**config.mk**
```make
export PLATFORM = sky130hd
export DESIGN_NAME = regfile_sb
export DESIGN_NICKNAME = d
export VERILOG_FILES = /design/src/rtl/regfile_pkg.sv /design/src/rtl/regfile_scoreboard.sv /design/src/rtl/regfile_sb.sv
export SDC_FILE = /design/constraint.sdc
export NUM_CORES = 2
export LEC_CHECK = 0
export CAP_MARGIN = 5
export CORE_MARGIN = 2
export CORE_UTILIZATION = 50
export CTS_CLUSTER_SIZE = 30
export DETAILED_ROUTE_END_ITERATION = 16
export GPL_ROUTABILITY_DRIVEN = 0
export PLACE_DENSITY = 0.71
export SLEW_MARGIN = 30
export SYNTH_ARGS = -nofsm -noshare
export SYNTH_HDL_FRONTEND = slang
export SYNTH_SLANG_ARGS = --single-unit
export TNS_END_PERCENT = 1
```
**constraint.sdc**
```tcl
create_clock -name clk -period 3.4 [get_ports clk]
set_clock_uncertainty 0.1 [all_clocks]
set_input_delay 0.51 -clock clk [delete_from_list [all_inputs] [get_ports clk]]
set_output_delay 0.51 -clock clk [all_outputs]
set_load 0.02 [all_outputs]
```
**src/rtl/regfile_pkg.sv**
```systemverilog
// Shared constants for the register file and its scoreboard.
package regfile_pkg;

    localparam int XLEN       = 32;
    localparam int DEF_DATA_W = XLEN;
    localparam int DEF_ADDR_W = 5;
    localparam int ZERO_IDX   = 0;

endpackage

```
**src/rtl/regfile_scoreboard.sv**
```systemverilog
// Pending-bit scoreboard: one bit per register, set on issue, cleared on
// writeback (set wins on collision), plus a running count of pending bits.
module regfile_scoreboard
    import regfile_pkg::*;
#(
    parameter int ADDR_W   = DEF_ADDR_W,
    parameter bit ZERO_REG = 1'b1
) (
    input  logic              clk,
    input  logic              rst_n,
    input  logic [ADDR_W-1:0] rs1_addr,
    input  logic [ADDR_W-1:0] rs2_addr,
    input  logic              iss_valid,
    input  logic [ADDR_W-1:0] iss_rd,
    input  logic              wb_en,
    input  logic [ADDR_W-1:0] wb_addr,
    output logic              rs1_busy,
    output logic              rs2_busy,
    output logic [ADDR_W:0]   pend_cnt
);

    localparam int DEPTH = 1 << ADDR_W;
    localparam logic [ADDR_W:0] CNT_ONE = (ADDR_W+1)'(1);

    logic [DEPTH-1:0] pend_q, pend_d;
    logic [ADDR_W:0]  cnt_q, cnt_d;
    logic             setEn;
    logic             clrEn;

    assign setEn = iss_valid && !(ZERO_REG && iss_rd == ADDR_W'(ZERO_IDX));
    assign clrEn = wb_en;

    // Next pending bits and count; the younger issuing instruction wins a collision.
    always_comb begin
        pend_d = pend_q;
        cnt_d  = cnt_q;
        if (clrEn) begin
            pend_d[wb_addr] = 1'b0;
        end
        if (setEn) begin
            pend_d[iss_rd] = 1'b1;
        end
        if (setEn && !pend_q[iss_rd]) begin
            cnt_d = cnt_d + CNT_ONE;
        end
        if (clrEn && pend_q[wb_addr] && !(setEn && iss_rd == wb_addr)) begin
            cnt_d = cnt_d - CNT_ONE;
        end
    end

    // Scoreboard state register; reset drops every outstanding writer.
    always_ff @(posedge clk or negedge rst_n) begin
        if (!rst_n) begin
            pend_q <= '0;
            cnt_q  <= '0;
        end else begin
            pend_q <= pend_d;
            cnt_q  <= cnt_d;
        end
    end

    // A same-cycle writeback resolves the hazard since the bypass supplies the data.
    always_comb begin
        rs1_busy = pend_q[rs1_addr] && !(wb_en && wb_addr == rs1_addr);
        rs2_busy = pend_q[rs2_addr] && !(wb_en && wb_addr == rs2_addr);
    end

    assign pend_cnt = cnt_q;

endmodule

```
**src/rtl/regfile_sb.sv**
```systemverilog
// Parametrised register file with writeback bypass and integrated scoreboard.
module regfile_sb
    import regfile_pkg::*;
#(
    parameter int DATA_W   = DEF_DATA_W,
    parameter int ADDR_W   = DEF_ADDR_W,
    parameter bit ZERO_REG = 1'b1
) (
    input  logic              clk,
    input  logic              rst_n,
    input  logic [ADDR_W-1:0] rs1_addr,
    input  logic [ADDR_W-1:0] rs2_addr,
    output logic [DATA_W-1:0] rs1_data,
    output logic [DATA_W-1:0] rs2_data,
    output logic              rs1_busy,
    output logic              rs2_busy,
    input  logic              iss_valid,
    input  logic [ADDR_W-1:0] iss_rd,
    input  logic              wb_en,
    input  logic [ADDR_W-1:0] wb_addr,
    input  logic [DATA_W-1:0] wb_data,
    output logic [ADDR_W:0]   pend_cnt
);

    localparam int DEPTH = 1 << ADDR_W;

    logic [DATA_W-1:0] mem_q [DEPTH];
    logic              wrEn;

    assign wrEn = wb_en && !(ZERO_REG && wb_addr == ADDR_W'(ZERO_IDX));

    // Data array: cleared on reset, written by the writeback stage.
    always_ff @(posedge clk or negedge rst_n) begin
        if (!rst_n) begin
            for (int i = 0; i < DEPTH; i++) begin
                mem_q[i] <= '0;
            end
        end else if (wrEn) begin
            mem_q[wb_addr] <= wb_data;
        end
    end

    // Read port 1: hardwired zero, then bypass (suppressed in reset), then storage.
    always_comb begin
        rs1_data = mem_q[rs1_addr];
        if (ZERO_REG && rs1_addr == ADDR_W'(ZERO_IDX)) begin
            rs1_data = '0;
        end else if (rst_n && wrEn && wb_addr == rs1_addr) begin
            rs1_data = wb_data;
        end
    end

    // Read port 2: same priority as port 1.
    always_comb begin
        rs2_data = mem_q[rs2_addr];
        if (ZERO_REG && rs2_addr == ADDR_W'(ZERO_IDX)) begin
            rs2_data = '0;
        end else if (rst_n && wrEn && wb_addr == rs2_addr) begin
            rs2_data = wb_data;
        end
    end

    regfile_scoreboard #(
        .ADDR_W   (ADDR_W),
        .ZERO_REG (ZERO_REG)
    ) u_scoreboard (
        .clk       (clk),
        .rst_n     (rst_n),
        .rs1_addr  (rs1_addr),
        .rs2_addr  (rs2_addr),
        .iss_valid (iss_valid),
        .iss_rd    (iss_rd),
        .wb_en     (wb_en),
        .wb_addr   (wb_addr),
        .rs1_busy  (rs1_busy),
        .rs2_busy  (rs2_busy),
        .pend_cnt  (pend_cnt)
    );

endmodule

```
==> run_results.csv <==
group,metric,value,unit
critical_path,crit_chain,"mux4_2, mux4_2, mux2i_1, buf_4, a211oi_1, clkdlybuf4s15_1",
pwr,p_sw_frac,0.2721,
min_path,hp-start,"mem_q[1023]",
timing,fin_ws,-76.15,ps
grt,first_global_vias,37606,
critical_path,critPathMaxFanout,3,
min_path,hold_path_class,"reg2reg",
critical_path,crit_type,"reg2out",
pwr,internal_power,0.02825,W
timing,relSlewSlack,0.4265,
pwr,ir_worst_vdd,463.1,uV
cts,post_cts_buffers,0,
synthesis,yosys_warnings,0,
timing,hold_violations,0,
timing,tightest_slew,860.2,ps
die,start_util,0.5031,
cts,path_clk_slew,60,ps
pwr,p_leak,29.06,nW
routing,routed_wl,165800,microns
die,fp.dieH,342.7,microns
min_path,whs_path_depth,0,
cts,cts_tree,"built",
critical_path,max_stage_delay,510,ps
routing,postRouteAntennaNets,0,
grt,grt_max_degree,164,
finish,final_util,0.5917,
finish,ff_latch_area,26580,sq um
grt,antenna_found_initial,2,
routing,wl_per_cell,30.75,microns
routing,drt_iter0_markers,3205,
synthesis,synth_area,57370,sq um
cts,cts_max_path_buffers,3,
outcome,outcome,"finished, violations left",
die,rows,124,
placed_design,dpl.hpwl,103700,microns
critical_path,r2r_end,"u_scoreboard.pend_cnt[4]",
finish,area_growth,17.61,%
grt,gr-total-overflow,0,
cts,numCtsBuffers,113,
routing,drc,0,
timing,setup-violations-final,7,
cts,cts.sinks,1062,
critical_path,r2r-start,"u_scoreboard.pend_q[2]",
grt,grt_use_total,0.2886,
placed_design,place_ws,-458.2,ps
cts,cts_root_buffer,"clkbuf_16",
critical_path,cpLargestDelayFamily,"multiplexers",
finish,layout_common_cells,"dfrtp_1, mux2_2, mux4_2",
synthesis,async_flop_share,1.000,
synthesis,synth-seq-area-share,0.4633,
grt,grt_pass1_wl,250200,microns
synthesis,avgSynthCellArea,16.04,sq um
finish,fillCellCount,8553,
finish,multi_input_area,29460,sq um
critical_path,crit_buf_inv,2,
finish,finalInstanceArea,67470,sq um
outcome,violations,"setup timing",
finish,final_common_cell,"dfrtp_1",
cts,insertion_delay,710,ps
synthesis,syn_inst,3577,
pwr,p_sw,0.01056,W
routing,post_drt_via_cell_ratio,6.637,
routing,drt_pass1_iterations,7,
die,ios,128,
synthesis,synth-seq-cells,1062,
synthesis,synthDistinctLibCells,56,
placed_design,port_buffers,127,
pwr,powerDensity,575.3,nW/um^2
job,maxCapViolations,0,
pwr,clockPowerShare,0.329,
finish,fin_nets,3847,
pwr,combPwrFrac,0.233,
critical_path,crit_slowest_cell,"mux4_2",
timing,fmax,287.7,MHz
timing,worst_hold_slack,293.3,ps
critical_path,r2r_cells,11,
critical_path,crit_top_cell,"mux4_2",
routing,num_vias,35791,
cts,htreeDepth,3,
critical_path,required,2790,ps
critical_path,reg2reg_slack,450,ps
critical_path,startpoint_type,"flip-flop",
synthesis,synth_edf_count,0,
die,fp.dieArea,117500,sq um
timing,min_period_over_period,1.022,
synthesis,syn_nets,3635,
die,core-area,114000,sq um
critical_path,end_kind,"primary output",
timing,drv_slew,0,
critical_path,crit_arrival,2870,ps
synthesis,synth_top_flop_cell,"dfrtp_1",
timing,grt_setup_unrepaired,"true",
placed_design,placed_area,63510,sq um
min_path,min_to,"mem_q[1023]",
die,die_w,342.7,microns
finish,drive_above_1_share,0.5902,
pwr,seqPwrFrac,0.437,
timing,period_needed,3476,ps
[layout make-up]
cell class,instances,area share
Inverter,6,0.0003338
Sequential cell,1062,0.3939
Antenna cell,1,0.00003709
Tap cell,1512,0.02804
Multi-Input combinational cell,2095,0.4366
Timing Repair Buffer,511,0.08445
Clock buffer,166,0.04907
Clock inverter,40,0.007585
[synth_stat cells, types with 3 or more instances]
cell type,instances,area share
dfrtp_1,1062,0.46
inv_1,6,0.00039
nor2_1,89,0.0058
buf_2,61,0.0053
mux4_2,662,0.26
a211oi_1,67,0.0088
buf_1,44,0.0029
a21oi_1,4,0.00035
nor2b_1,5,0.00055
nand3_1,13,0.0011
nand2_1,34,0.0022
and3_1,4,0.00044
mux2i_1,85,0.015
mux2_2,998,0.20
xor2_1,8,0.0012
nor3_1,11,0.00096
nor3b_1,5,0.00065
a22o_1,8,0.0012
clkbuf_1,304,0.020
nand3b_1,7,0.00092
xnor2_1,14,0.0021
o21ai_0,39,0.0034
buf_6,3,0.00059
[worst max-delay path by stage]
stage	from	endpoint	slack, ps	depth (start not counted)
6_report	mem_q[1]	rs2_data[1]	-80	6
5_1_grt	mem_q[518]	rs1_data[6]	-120	6
4_1_cts	rs2_addr[0]	rs2_data[22]	-220	8
3_5_place_dp	rs1_addr[0]	rs1_data[24]	-460	11
3_3_place_gp	rs1_addr[0]	rs1_data[24]	-440	11
2_1_floorplan	rs1_addr[0]	rs1_data[10]	130	9
[kinds of logic after synthesis]
group,after synthesis,share of synthesized area
mux,1747,0.4715
flops,1062,0.4633
buf+inv,420,0.02929
simple gates,185,0.01518
compound gates,139,0.01693
xor+xnor,22,0.003359
fa+ha+maj,2,0.0004361
[flip-flops by register name, summed over array words and instances, names as in the netlist]
signal,cells
mem_q,1024
u_scoreboard.pend_q,32
u_scoreboard.pend_cnt,6
[through the flow]
step	TNS [ps]	cells	power, W
floorplan	0	3577	0.02303
global placement	-13020	5182	0.02589
detailed placement	-13720	5183	0.02628
CTS	-950.7	5390	0.03899
global route	-2826	5393	0.04040
finish	-120.6	5393	0.03881
[timing repair]
action,in CTS,in global routing
setup endpoints to repair,66,58
resized for setup,112,2
endpoints found under the hold margin,289,0
hold buffers,1,0
[metal layers]
| layer | GRT usage | vias to the layer above | share of wire |
|---|---|---|---|
| met5 | 0 | - | 0.000042 |
| met4 | 0.1047 | 2 | 0.038 |
| met3 | 0.04615 | 345 | 0.069 |
| met2 | 0.4591 | 1381 | 0.48 |
| met1 | 0.4058 | 19584 | 0.41 |
| li1 | - | 14479 | - |
[power groups by stage]
| stage | logic (W) | registers (W) | clock network (W) |
|---|---|---|---|
| final | 0.00905 | 0.0170 | 0.0128 |
| after global routing | 0.00964 | 0.0173 | 0.0135 |
| after CTS | 0.00910 | 0.0169 | 0.0130 |
| after detailed placement | 0.00915 | 0.0171 | 0 |
| after global placement | 0.00894 | 0.0170 | 0 |
| after floorplan | 0.00657 | 0.0165 | 0 |
Note: power is estimated with default switching activity, not from simulation.
